[src/rtl/uart_tx_core.sv]
// UART transmit engine: a small byte FIFO in front of a start/data/parity/stop
// serialiser whose framing and bit time are frozen per byte when it is popped.
module uart_tx_core #(
    parameter int FIFO_DEPTH = 4,
    parameter int MIN_RATE   = 16
) (
    input  logic        clk,
    input  logic        rst_n,
    input  logic        uart_enable,
    input  logic [2:0]  uart_mode,
    input  logic [15:0] uart_rate,
    input  logic        s_valid,
    input  logic [7:0]  s_data,
    output logic        s_ready,
    output logic        tx,
    output logic        uart_busy,
    output logic [1:0]  uart_error,
    output logic        update_ok,
    output logic [2:0]  dbg_state
);

    localparam int          AW         = $clog2(FIFO_DEPTH);
    localparam logic [AW:0] PTR_ONE    = 1;
    localparam logic [15:0] MIN_RATE16 = 16'(MIN_RATE);

    typedef enum logic [2:0] {
        S_IDLE   = 3'd0,
        S_START  = 3'd1,
        S_DATA   = 3'd2,
        S_PARITY = 3'd3,
        S_STOP   = 3'd4
    } state_e;

    state_e      state_q, state_d;
    logic [7:0]  mem_q [FIFO_DEPTH];
    logic [AW:0] wr_ptr_q, wr_ptr_d;
    logic [AW:0] rd_ptr_q, rd_ptr_d;
    logic [7:0]  shift_q, shift_d;
    logic        par_q, par_d;
    logic        par_en_q, par_en_d;
    logic        two_stop_q, two_stop_d;
    logic [15:0] rate_q, rate_d;
    logic [15:0] baud_cnt_q, baud_cnt_d;
    logic [2:0]  bit_cnt_q, bit_cnt_d;
    logic        tx_q, tx_d;
    logic [1:0]  err_q, err_d;

    logic        fifo_empty, fifo_full, push, pop, bit_done;
    logic [7:0]  pop_byte;

    // Stream handshake: a byte transfers on any rising edge where s_valid and
    // s_ready are both high; the source must hold s_data stable until then.
    assign fifo_empty = (wr_ptr_q == rd_ptr_q);
    assign fifo_full  = (wr_ptr_q[AW] != rd_ptr_q[AW]) &&
                        (wr_ptr_q[AW-1:0] == rd_ptr_q[AW-1:0]);
    assign s_ready    = rst_n && uart_enable && !fifo_full;
    assign push       = s_valid && s_ready;
    assign pop        = uart_enable && (state_q == S_IDLE) && !fifo_empty;
    assign bit_done   = (baud_cnt_q == rate_q - 16'd1);
    assign pop_byte   = mem_q[rd_ptr_q[AW-1:0]];

    always_comb begin
        state_d    = state_q;
        wr_ptr_d   = push ? wr_ptr_q + PTR_ONE : wr_ptr_q;
        rd_ptr_d   = pop  ? rd_ptr_q + PTR_ONE : rd_ptr_q;
        shift_d    = shift_q;
        par_d      = par_q;
        par_en_d   = par_en_q;
        two_stop_d = two_stop_q;
        rate_d     = rate_q;
        baud_cnt_d = bit_done ? 16'd0 : baud_cnt_q + 16'd1;
        bit_cnt_d  = bit_cnt_q;
        tx_d       = tx_q;
        err_d      = 2'b00;

        if (state_q != S_IDLE && !uart_enable) begin
            state_d    = S_IDLE;
            tx_d       = 1'b1;
            err_d[0]   = 1'b1;
            baud_cnt_d = 16'd0;
        end else begin
            unique case (state_q)
                S_IDLE: begin
                    baud_cnt_d = 16'd0;
                    tx_d       = 1'b1;
                    if (pop) begin
                        // Framing and bit time are frozen here for the whole frame.
                        shift_d    = pop_byte;
                        par_d      = (^pop_byte) ^ uart_mode[1];
                        par_en_d   = uart_mode[0];
                        two_stop_d = uart_mode[2];
                        rate_d     = uart_rate;
                        bit_cnt_d  = 3'd0;
                        if (uart_rate < MIN_RATE16) begin
                            err_d[1] = 1'b1;
                        end else begin
                            state_d = S_START;
                            tx_d    = 1'b0;
                        end
                    end
                end
                S_START: begin
                    if (bit_done) begin
                        state_d = S_DATA;
                        tx_d    = shift_q[0];
                    end
                end
                S_DATA: begin
                    if (bit_done) begin
                        if (bit_cnt_q == 3'd7) begin
                            bit_cnt_d = 3'd0;
                            if (par_en_q) begin
                                state_d = S_PARITY;
                                tx_d    = par_q;
                            end else begin
                                state_d = S_STOP;
                                tx_d    = 1'b1;
                            end
                        end else begin
                            bit_cnt_d = bit_cnt_q + 3'd1;
                            shift_d   = shift_q >> 1;
                            tx_d      = shift_q[1];
                        end
                    end
                end
                S_PARITY: begin
                    if (bit_done) begin
                        state_d = S_STOP;
                        tx_d    = 1'b1;
                    end
                end
                S_STOP: begin
                    // bit_cnt marks the first of two stop bits already sent.
                    if (bit_done) begin
                        if (two_stop_q && bit_cnt_q == 3'd0) begin
                            bit_cnt_d = 3'd1;
                        end else begin
                            state_d = S_IDLE;
                        end
                    end
                end
                default: begin
                    state_d = S_IDLE;
                    tx_d    = 1'b1;
                end
            endcase
        end
    end

    always_ff @(posedge clk) begin
        if (!rst_n) begin
            state_q    <= S_IDLE;
            wr_ptr_q   <= '0;
            rd_ptr_q   <= '0;
            shift_q    <= 8'd0;
            par_q      <= 1'b0;
            par_en_q   <= 1'b0;
            two_stop_q <= 1'b0;
            rate_q     <= 16'd0;
            baud_cnt_q <= 16'd0;
            bit_cnt_q  <= 3'd0;
            tx_q       <= 1'b1;
            err_q      <= 2'b00;
        end else begin
            state_q    <= state_d;
            wr_ptr_q   <= wr_ptr_d;
            rd_ptr_q   <= rd_ptr_d;
            shift_q    <= shift_d;
            par_q      <= par_d;
            par_en_q   <= par_en_d;
            two_stop_q <= two_stop_d;
            rate_q     <= rate_d;
            baud_cnt_q <= baud_cnt_d;
            bit_cnt_q  <= bit_cnt_d;
            tx_q       <= tx_d;
            err_q      <= err_d;
        end
    end

    always_ff @(posedge clk) begin
        if (push) begin
            mem_q[wr_ptr_q[AW-1:0]] <= s_data;
        end
    end

    assign tx         = tx_q;
    assign uart_error = err_q;
    assign update_ok  = (state_q == S_IDLE);
    assign uart_busy  = (state_q != S_IDLE) || !fifo_empty;
    assign dbg_state  = state_q;

endmodule

[config.mk]
export PLATFORM = sky130hd
export DESIGN_NAME = uart_tx_core
export DESIGN_NICKNAME = d
export VERILOG_FILES = /design/src/rtl/uart_tx_core.sv
export SDC_FILE = /design/constraint.sdc
export NUM_CORES = 1
export LEC_CHECK = 0
export ABC_AREA = 1
export CAP_MARGIN = 5
export CORE_ASPECT_RATIO = 0.7
export CORE_MARGIN = 2
export CORE_UTILIZATION = 40
export CTS_CLUSTER_DIAMETER = 60
export DETAILED_ROUTE_END_ITERATION = 10
export GPL_TIMING_DRIVEN = 0
export PLACE_DENSITY_LB_ADDON = 0.1
export SLEW_MARGIN = 20
export SYNTH_ARGS = -nofsm -noshare
export SYNTH_HDL_FRONTEND = slang
export SYNTH_SLANG_ARGS = --single-unit
[constraint.sdc]
create_clock -name clk -period 2.3 [get_ports clk]
set_input_delay 0.69 -clock clk [delete_from_list [all_inputs] [get_ports clk]]
set_output_delay 0.69 -clock clk [all_outputs]
set_load 0.01 [all_outputs]
==> reports/metrics.cfg <==
[sta]
finalMaxSlewViolations=0
max_freq_ghz=0.438
slew_headroom_pct=48.4
rsz0062_at_grt=yes
worst_hold_slack_ns=0.460
finalClockSkew_ns=0.00961
setup_viol=0
worst_slew_pin_slew_ns=0.774
tns_ns=0
finalCriticalPeriod_ns=2.28
fin_ws_ns=0.0154
min_period_over_period_pct=99.3
finalHoldViolCount=0

[place]
dp_slack_ns=-0.874
dp.cells=819
dp_hpwl_um=8490
gp_congestion=0.853
io_buffers=39
placed_area_um2=5390

[clocking]
tritoncts=built
ctsRootBufferMaster=clkbuf_16
cts.reportedPaths.clkPinSlew_ns=0.07
numCtsBuffers=9
cts.sinks=92
clock_latency_ns=0.34
h-tree-depth=3
cts_buffer_depth=2
cts_hold_buf=0

[power]
internal-power_mw=4.18
power_mw=7.30
ir_drop_uv=477
switching_power_mw=3.13
p_leak_nw=2.45
power_frac_seq_pct=29.9
p_clk_share_pct=21.0
combinationalPowerShare_pct=49.0
swShare_pct=42.8
cellPowerDensity_nw_per_um2=1230

[route]
final_antenna_net_count=0
first_pass_iters=4
drt_iter0_markers=235
wl_per_cell_um=13.6
wl_um=11500
num_vias=4047
vias_per_cell=4.80
route.detailed.drc=0

[synth]
synthTopCellsByCount=nand2_1 (164), inv_1 (70), dfxtp_1 (60), nor2_1 (60), nand3_1 (54)
seq_area_frac_synth_pct=45.0
synth_fp_nets=664
synth_top_area_share_pct=25.0
yosys.area.top_type=dfxtp_1
yosys_warnings=0
ys_seq_elements=92
synth_area_leaders=dfxtp_1 (25%), edfxtp_1 (20%), nand2_1 (13%)
syn_inst=623
yosys_most_used_dff=dfxtp_1
yosysMostFrequentCell=nand2_1
synth_edf_count=32
syn-cell-area_um2=4800
synthArstFlopShare_pct=0
synth_cell_types=38
syn_avg_cell_area_um2=7.71

[layout]
layout.cells.non_filler=844
antennaDiodeCount=0
area_delta_synth_final_pct=23.3
fill_cells=1152
drive_gt1_share_pct=15.1
final_area_um2=5920
utilization_pct=50.5
nets=723

[setup_path]
cp_slowest_cell=dfxtp_1
critPathMaxFanout=3
arrival_ns=1.59
crit_type=reg -> out
end_kind=primary output
start_kind=flop
cp.required_ns=1.61
path_cells=xnor2_1 -> nand3_2 -> nor2_4 -> inv_1 -> dlygate4sd2_1
cp_slowest_stage_delay_ns=0.34

[die]
core_um2=11700
io_pins=40
design.die.area_um2=12900
start_util_pct=41.0
die_h_um=95.7
rows=33
dieWidth_um=135

[global_route]
grt_max_degree=18
grt_usage_pct=18.8
antenna_found_initial=0
grt_pass1_vias=3684
grt_overflow=0
grt_pass1_wl_um=18700

[job]
cap_violations=0

[worst_hold_path]
hp-class=reg -> reg

[status]
outcome=complete, no violations

layout by cell type, fill, tap and decap left out, types with 3 or more instances in the layout:
cell / netlist / routed
a21oi_1: 37 / 35
buf_2: 5 / 5
buf_4: 3 / 9
buf_6: 1 / 3
clkbuf_1: 5 / 5
clkbuf_16: 0 / 9
clkdlybuf4s50_1: 0 / 34
dfxtp_1: 60 / 54
dfxtp_2: 0 / 6
edfxtp_1: 32 / 32
ha_1: 10 / 9
inv_1: 70 / 66
inv_2: 4 / 7
inv_6: 0 / 3
nand2_1: 164 / 156
nand2_2: 7 / 13
nand2_4: 2 / 3
nand3_1: 54 / 53
nand3b_1: 4 / 4
nor2_1: 60 / 54
nor2_2: 10 / 13
nor2_4: 2 / 5
nor3_1: 7 / 7
nor3_2: 4 / 4
nor4_1: 5 / 4
o21ai_0: 33 / 33
xnor2_1: 10 / 8
xnor2_2: 1 / 3
xor2_1: 18 / 18
power by group through the flow:
stage	combinational (mW)	clock, mW	sequential [mW]
finish	3.58	1.54	2.19
global route	4.08	1.63	2.23
CTS	3.39	1.57	2.16
detailed placement	3.35	0	2.19
global placement	3.29	0	2.19
floorplan	2.55	0	2.15
state kept, by name, indices dropped and copies added (netlist names), named ones only:
register / cells
baud_cnt_q: 16
two_stop_q: 1
tx: 1
bit_cnt_q: 3
dbg_state: 3
wr_ptr_q: 3
rd_ptr_q: 3
par_q: 1
uart_error: 2
par_en_q: 1
shift_q: 8
mem_q: 32
rate_q: 16
path summary, 6_finish.rpt:
path	slack, ns	cells after the start	from	end
setup / recovery	0.02	5	rd_ptr_q[2]$_SDFFE_PN0P_	uart_busy
hold / removal	0.46	2	shift_q[0]$_SDFFE_PN0P_	shift_q[0]$_SDFFE_PN0P_
setup reg to reg	0.21	17	rate_q[0]$_SDFFE_PN0P_	shift_q[4]$_SDFFE_PN0P_
hold reg to reg	0.46	2	shift_q[0]$_SDFFE_PN0P_	shift_q[0]$_SDFFE_PN0P_
cells by family (layout without fill, tap and decap cells):
logic type                 Yosys count  after routing  synth area share, %
buffers and inverters               91            154                 7.71
xor gates and xnor gates            29             29                 5.45
and+or+nand+nor                    325            326                 30.5
adders and majority gates           10             10                 2.61
AOI/OAI and AO/OA                   76             76                 8.70
DFF                                 92             92                 45.0
critical path, delay by kind of cell (launching register included):
family        cells  cell delay, ns
xor+xnor          1            0.25
buf+inv           2            0.34
flops             1            0.34
simple gates      2            0.33
what timing repair did:
item	4_1_cts	5_1_grt
endpoints found under the setup margin	46	57
gates cloned	0	1
resized for setup	19	36
pin swaps	1	15
buffers inserted	1	7
cell type report:
type | count | area (um^2) | share of cell area [%]
Clock inverter | 7 | 81.3 | 1.37
Timing Repair Buffer | 47 | 455 | 7.69
Tap cell | 157 | 196 | 3.32
Sequential cell | 92 | 2170 | 36.6
Buffer | 15 | 90.1 | 1.52
Multi-Input combinational cell | 441 | 2410 | 40.7
Clock buffer | 9 | 225 | 3.80
Inverter | 76 | 293 | 4.94
routing by layer:
layer	vias to the layer above	track usage, %	share of wire (%)
li1	2126	-	-
met1	1866	28.4	55
met2	50	27.0	40
met3	5	4.47	3.7
met4	0	4.34	0.68
met5	-	0	0
Power figures use the tool's default switching activity.
